<file path="config.mk">
export PLATFORM = sky130hd
export DESIGN_NAME = alu_seq_ctrl
export DESIGN_NICKNAME = d
export VERILOG_FILES = /design/src/rtl/alu_seq_ctrl.sv
export SDC_FILE = /design/constraint.sdc
export NUM_CORES = 1
export LEC_CHECK = 0
export ABC_AREA = 0
export CORE_AREA = 2 2 39 41
export DETAILED_ROUTE_END_ITERATION = 10
export DIE_AREA = 0 0 41 43
export PLACE_DENSITY = 0.67
export SYNTH_ARGS = -nofsm -noshare
export SYNTH_HDL_FRONTEND = slang
export SYNTH_SLANG_ARGS = --single-unit
</file>
<file path="constraint.sdc">
create_clock -name vclk -period 1.15
set_clock_uncertainty 0.1 [all_clocks]
set_input_delay 0.115 -clock vclk [all_inputs]
set_output_delay 0.115 -clock vclk [all_outputs]
set_load 0.03 [all_outputs]
</file>
<file path="src/rtl/alu_seq_ctrl.sv">
// ALU control decoder with an optional multi-cycle MUL/DIV sequencer.
// Define ALU_SEQ_M_EXT_EN to build M-op decode and the MUL/DIV/DONE sequencer.
module alu_seq_ctrl #(
  parameter int MUL_CYCLES = 4,
  parameter int DIV_CYCLES = 32
) (
  input  logic       clk,
  input  logic       rst_n,
  input  logic       valid_i,
  input  logic [2:0] ALUop,
  input  logic [2:0] funct3,
  input  logic [1:0] funct7,
  input  logic       flush_i,
  output logic [4:0] control,
  output logic       illegal_o,
  output logic       stall_o,
  output logic       done_o
);

  if (MUL_CYCLES < 1 || DIV_CYCLES < 1) begin : g_param_chk
    $error("alu_seq_ctrl: MUL_CYCLES and DIV_CYCLES must be >= 1");
  end

  logic [4:0] dec_ctrl;
  logic       dec_ill;

  always_comb begin
    dec_ctrl = 5'b00000;
    dec_ill  = 1'b0;
    case (ALUop)
      3'b000: dec_ctrl = 5'b00000;
      3'b001: dec_ctrl = 5'b01010;
      3'b010: begin
        if (funct7[0]) begin
`ifdef ALU_SEQ_M_EXT_EN
          dec_ctrl = {2'b10, funct3};
`else
          dec_ill = 1'b1;
`endif
        end else begin
          case ({funct7[1], funct3})
            4'b0000: dec_ctrl = 5'b00000;
            4'b1000: dec_ctrl = 5'b00001;
            4'b0001: dec_ctrl = 5'b00010;
            4'b0010: dec_ctrl = 5'b00011;
            4'b0011: dec_ctrl = 5'b00100;
            4'b0100: dec_ctrl = 5'b00101;
            4'b0101: dec_ctrl = 5'b00110;
            4'b1101: dec_ctrl = 5'b00111;
            4'b0110: dec_ctrl = 5'b01000;
            4'b0111: dec_ctrl = 5'b01001;
            default: dec_ill  = 1'b1;
          endcase
        end
      end
      3'b011: begin
        case (funct3)
          3'b000: dec_ctrl = 5'b00000;
          3'b010: dec_ctrl = 5'b00011;
          3'b011: dec_ctrl = 5'b00100;
          3'b100: dec_ctrl = 5'b00101;
          3'b110: dec_ctrl = 5'b01000;
          3'b111: dec_ctrl = 5'b01001;
          3'b001: begin
            if (funct7[1]) dec_ill = 1'b1;
            else           dec_ctrl = 5'b00010;
          end
          default: dec_ctrl = funct7[1] ? 5'b00111 : 5'b00110;
        endcase
      end
      default: dec_ill = 1'b1;
    endcase
    if (dec_ill) dec_ctrl = 5'b00000;
  end

  // outputs are forced quiet while reset is held, even the combinational decode
  assign illegal_o = rst_n & valid_i & dec_ill;

`ifdef ALU_SEQ_M_EXT_EN
  localparam int MAXC = (MUL_CYCLES > DIV_CYCLES) ? MUL_CYCLES : DIV_CYCLES;
  localparam int CW   = $clog2(MAXC) + 1;

  typedef enum logic [1:0] {IDLE, MUL, DIV, DONE} state_t;

  state_t        state;
  logic [CW-1:0] cnt;
  logic [4:0]    ctrl_q;
  logic          accept;

  assign accept = rst_n & (state == IDLE) & valid_i & (ALUop == 3'b010) &
                  funct7[0] & ~flush_i;

  always_ff @(posedge clk or negedge rst_n) begin
    if (!rst_n) begin
      state  <= IDLE;
      cnt    <= '0;
      ctrl_q <= 5'b00000;
    end else begin
      case (state)
        IDLE: begin
          if (accept) begin
            ctrl_q <= dec_ctrl;
            if (funct3[2]) begin
              cnt   <= CW'(DIV_CYCLES - 1);
              state <= DIV;
            end else begin
              cnt   <= CW'(MUL_CYCLES - 1);
              state <= MUL;
            end
          end
        end
        MUL, DIV: begin
          if (flush_i)         state <= IDLE;
          else if (cnt == '0)  state <= DONE;
          else                 cnt   <= cnt - 1'b1;
        end
        default: state <= IDLE;
      endcase
    end
  end

  always_comb begin
    control = 5'b00000;
    stall_o = 1'b0;
    done_o  = 1'b0;
    if (rst_n) begin
      case (state)
        IDLE: begin
          control = dec_ctrl;
          stall_o = accept;
        end
        MUL, DIV: begin
          control = ctrl_q;
          stall_o = 1'b1;
        end
        default: begin
          control = ctrl_q;
          done_o  = ~flush_i;
        end
      endcase
    end
  end
`else
  assign control = rst_n ? dec_ctrl : 5'b00000;
  assign stall_o = 1'b0;
  assign done_o  = 1'b0;
`endif

endmodule

</file>
Word level (Yosys, flattened, before mapping)
Index checks and enable logic that the tools add are counted.
{"block": "totals", "reg_bits": 0, "latch_bits": 0, "ram_bits": 0, "mem_bits_ro": 0, "in_bits": 12, "out_inout_bits": 8, "word_cells": 38, "memories": 0}
{"block": "op_classes", "add_sub_neg": 0, "mul": 0, "div_mod_pow": 0, "n_lt_le_gt_ge": 0, "eq_ne": 18, "shifts": 0, "n_mux": 13, "n_bitwise": 2, "n_reduce_logical": 5}
{"operator": "case mux 4 bit (9 select lines)", "count": 1}
{"operator": "case mux 4 bit (7 select lines)", "count": 1}
{"operator": "== test 4 x 3 -> 1 bit (second input constant)", "count": 4}
{"operator": "== test 3 x 2 -> 1 bit (second input constant)", "count": 4}
{"operator": "case mux 4 bit (3 select lines)", "count": 1}
{"operator": "2-to-1 mux 5 bit", "count": 2}
{"operator": "OR reduction 10 bit", "count": 1}
{"operator": "== test 3 bit (second input constant)", "count": 3}
{"operator": "== test 4 x 2 -> 1 bit (second input constant)", "count": 2}
{"operator": "== test 4 bit (second input constant)", "count": 2}
{"operator": "== test 3 x 1 -> 1 bit (second input constant)", "count": 2}
{"operator": "logical NOT 3 bit", "count": 2}
{"operator": "2-to-1 mux 1 bit", "count": 5}
{"operator": "== test 4 x 1 -> 1 bit (second input constant)", "count": 1}
{"operator": "logical NOT 4 bit", "count": 1}
{"operator": "2-to-1 mux 4 bit", "count": 1}
{"operator": "case mux 1 bit (3 select lines)", "count": 1}
{"operator": "bitwise AND 1 bit", "count": 2}
{"operator": "2-to-1 mux 2 bit", "count": 1}
{"operator": "OR reduction 2 bit", "count": 1}

Depth between registers and ports, before layout
{"block": "logic_depth", "depth_word": 7, "ltp_mapped": 5, "ltp_nobuf": 4}

Worst setup path before layout
No wires, ideal clock.
{"block": "synth_timing", "path_type": "input port to output port", "start": "in funct3[2]", "end": "out control[1]", "arrival_ns": 1.344, "required_ns": 0.935, "slack_ns": -0.409, "stages": 5, "path_buffers": 1, "path_cell_list": "clkbuf_1 or3b_1 nor2_1 o21ai_0 a21boi_1"}
{"block": "synth_between", "elab_chain_len": 7, "elab_cells_between_ends": 28, "classes_between": "15 x eq/ne; 10 x mux; 3 x reduce/logical"}
{"item": "start, declared", "line": "11", "text": "input logic [2:0] funct3,"}
{"item": "== test 4 x 3 -> 1 bit, or another cell as far along", "line": "41", "text": "case ({funct7[1], funct3})"}
{"item": "OR reduction 10 bit (no line)"}
{"item": "2-to-1 mux 1 bit", "line": "41"}
{"item": "2-to-1 mux 1 bit", "line": "34", "text": "if (funct7[0]) begin"}
{"item": "case mux 1 bit (3 select lines)", "line": "30", "text": "case (ALUop)"}
{"item": "2-to-1 mux 5 bit *", "line": "73", "text": "if (dec_ill) dec_ctrl = 5'b00000;"}
{"item": "2-to-1 mux 5 bit *", "line": "144", "text": "assign control = rst_n ? dec_ctrl : 5'b00000;"}
{"item": "end, declared", "line": "14", "text": "output logic [4:0] control,"}
Mark *: on every way between the ends. The rest lies on a longest branch, timed or not.

Worst setup path after layout
{"block": "layout_timing", "start": "in funct7[0]", "end": "out control[0]"}
{"block": "layout_between", "elab_chain_len": 4, "elab_cells_between_ends": 6, "classes_between": "6 x mux"}
{"item": "start, declared", "line": "12", "text": "input logic [1:0] funct7,"}
{"item": "2-to-1 mux 4 bit / 2-to-1 mux 1 bit (equally long branches)", "line": "34"}
{"item": "case mux 4 bit (3 select lines) / case mux 1 bit (3 select lines) (equally long branches)", "line": "30"}
{"item": "2-to-1 mux 5 bit *", "line": "73"}
{"item": "2-to-1 mux 5 bit *", "line": "144"}
Marks and branches as above.

==> impl_metrics.tcl <==
set metrics [dict create \
    drv_cap 0 \
    ir_drop_mv 0.171 \
    average_cell_area_after_synthesis_um2 6.19 \
    ant_nets 0 \
    power.density_nw_per_um2 327 \
    grt_use_total_pct 16.0 \
    end_kind "output pin" \
    final_util_pct 53.8 \
    cp_data_arrival_time_ns 1.36 \
    leakage_nw 0.301 \
    pre_cts_slack_ns -0.884 \
    fin_crit_ns 1.57 \
    initial_core_util_pct 24.6 \
    worstSetupStartpointType "input pin" \
    whs_path_depth 5 \
    routedWlPerCell_um 13.5 \
    setup.worst_path.class "in -> out" \
    path_cells "buf_8 -> nor4b_4 -> a211oi_2 -> a221o_1 -> nor3b_4 -> buf_6" \
    routed_via_density 5.15 \
    hpwl_um 798 \
    area.sequential_um2 0 \
    holdCritStartpoint "ALUop[2]" \
    fp.coreArea_um2 1380 \
    layout.clock_buffers 0 \
    dr.pass1.iters 4 \
    post-route-drc-count 0 \
    layout.sequential_cells 0 \
    placementRows 14 \
    report.power.total_w 0.000244 \
    cpMaxStageDelayCell "nor4b_4" \
    die-height_um 43 \
    cp_max_fo 4 \
    failing_checks "setup timing" \
    totalWireLength_mm 1.31 \
    hold-path-endpoint "illegal_o" \
    diodes 0 \
    grt_max_degree 11 \
    total_die_area_um2 1760 \
    die_width_um 41 \
    post-route-worst-setup-slack_ns -0.424 \
    outcome "complete, but fails checks" \
    max_freq_mhz 635 \
    worstHoldPathType "in -> out" \
    post-place-cells 92 \
    worst_hold_check_slack_ns 0.600 \
    share_of_post_route_cells_with_drive_strength_above_1_pct 60.5 \
    num-nets-final 95 \
    timing.final.crit_share_pct 137 \
    num_io_pins 20 \
    final-hold-violation-count 0 \
    wire_length_of_the_first_global_routing_pass_mm 2.09 \
    antenna_violations_before_repair 0 \
    post_synthesis_cell_area_um2 340 \
    rsz0062_at_grt "true" \
    crit_path_max_incr_delay_ns 0.38 \
    place.gp.congestion 0.774 \
    first_global_vias 474 \
    area_growth_pct 119 \
    io_buffer_count 15 \
    synth.lib_cells_used.distinct 29 \
    vias 500 \
    layout.cells.non_filler 97 \
    globalRouteOverflowTotal 0 \
    timing.critical_path.required_ns 0.94 \
    synth-warning-count 0 \
    number_of_drc_markers_in_iteration_0 6 \
    count_of_mapped_cells_out_of_synthesis 55 \
    maxSlewViolCount 0 \
    setup_viol 5 \
    seq_area_frac_synth_pct 0 \
]
-- metrics by stage --
step / instance area, um2 / setup TNS, ns
6_report: 744 / -1.49
5_1_grt: 744 / -1.78
4_1_cts: 696 / -1.29
3_5_place_dp: 573 / -3.90
3_3_place_gp: 573 / -3.81
2_1_floorplan: 372 / -0.815
-- where the power goes --
part | switching, W | total (W) | internal (W)
clock network | 0 | 0 | 0
logic | 0.000120 | 0.000244 | 0.000124
registers | 0 | 0 | 0
total | 0.000120 | 0.000244 | 0.000124
-- logic make-up after synthesis --
family / count (synthesis) / share of synthesized area (%)
simple gates: 27 / 52.6
compound gates: 17 / 30.1
buf+inv: 9 / 13.6
xor+xnor: 1 / 2.57
other cells: 1 / 1.10
-- layer usage --
layer | global-route usage (%) | vias to the layer above | routed length (um)
li1 | - | 239 | -
met1 | 22.9 | 233 | 565
met2 | 25.6 | 24 | 655
met3 | 0.524 | 4 | 57
met4 | 3.33 | 0 | 29
met5 | 0 | - | 0
-- cell usage in the layout, fill, tap and decap left out, drive strengths merged, types with 2 or more instances in the layout --
cell,synthesis,final
conb,1,3
inv,2,2
o21ai,6,6
nor2,4,4
nor3b,3,3
buf,4,29
nand2,7,7
a21oi,5,5
nor3,2,2
nor2b,3,3
nand3b,2,2
-- worst max-delay path: cells and delay by family --
family / cells / cell delay, ns
compound gates: 2 / 0.43
simple gates: 2 / 0.56
buf+inv: 2 / 0.25
-- what timing repair did --
item,CTS,global route
endpoints found under the setup margin,5,5
pin swaps,13,12
gates resized for setup,71,10
hold buffers,0,0
buffers inserted,5,4
-- cell usage after synthesis (all sizes together), types with 2 or more instances --
master	number	area share (%)
nor3	2	2.9
buf	4	8.1
nand2	7	8.5
o21ai	6	8.8
clkbuf	3	3.3
a21oi	5	7.4
inv	2	2.2
nand3b	2	4.4
nor2b	3	5.5
nor3b	3	8.1
nor2	4	4.4
-- worst max-delay path by stage --
stage	from	endpoint	slack (ns)	cells after the start
6_report	funct7[0]	control[0]	-0.42	6
5_1_grt	funct7[0]	control[0]	-0.51	6
4_1_cts	ALUop[2]	control[0]	-0.40	6
3_5_place_dp	ALUop[2]	control[0]	-0.88	6
3_3_place_gp	ALUop[2]	control[0]	-0.85	6
2_1_floorplan	funct7[0]	control[0]	-0.31	4
-- area by class of cell --
cell class / instances / area [um2]
fill: 133 / 639
multi-input combinational: 48 / 417
timing repair buffer: 31 / 300
tap: 16 / 20.0
inverter: 2 / 7.51
Power figures use the tool's default switching activity.
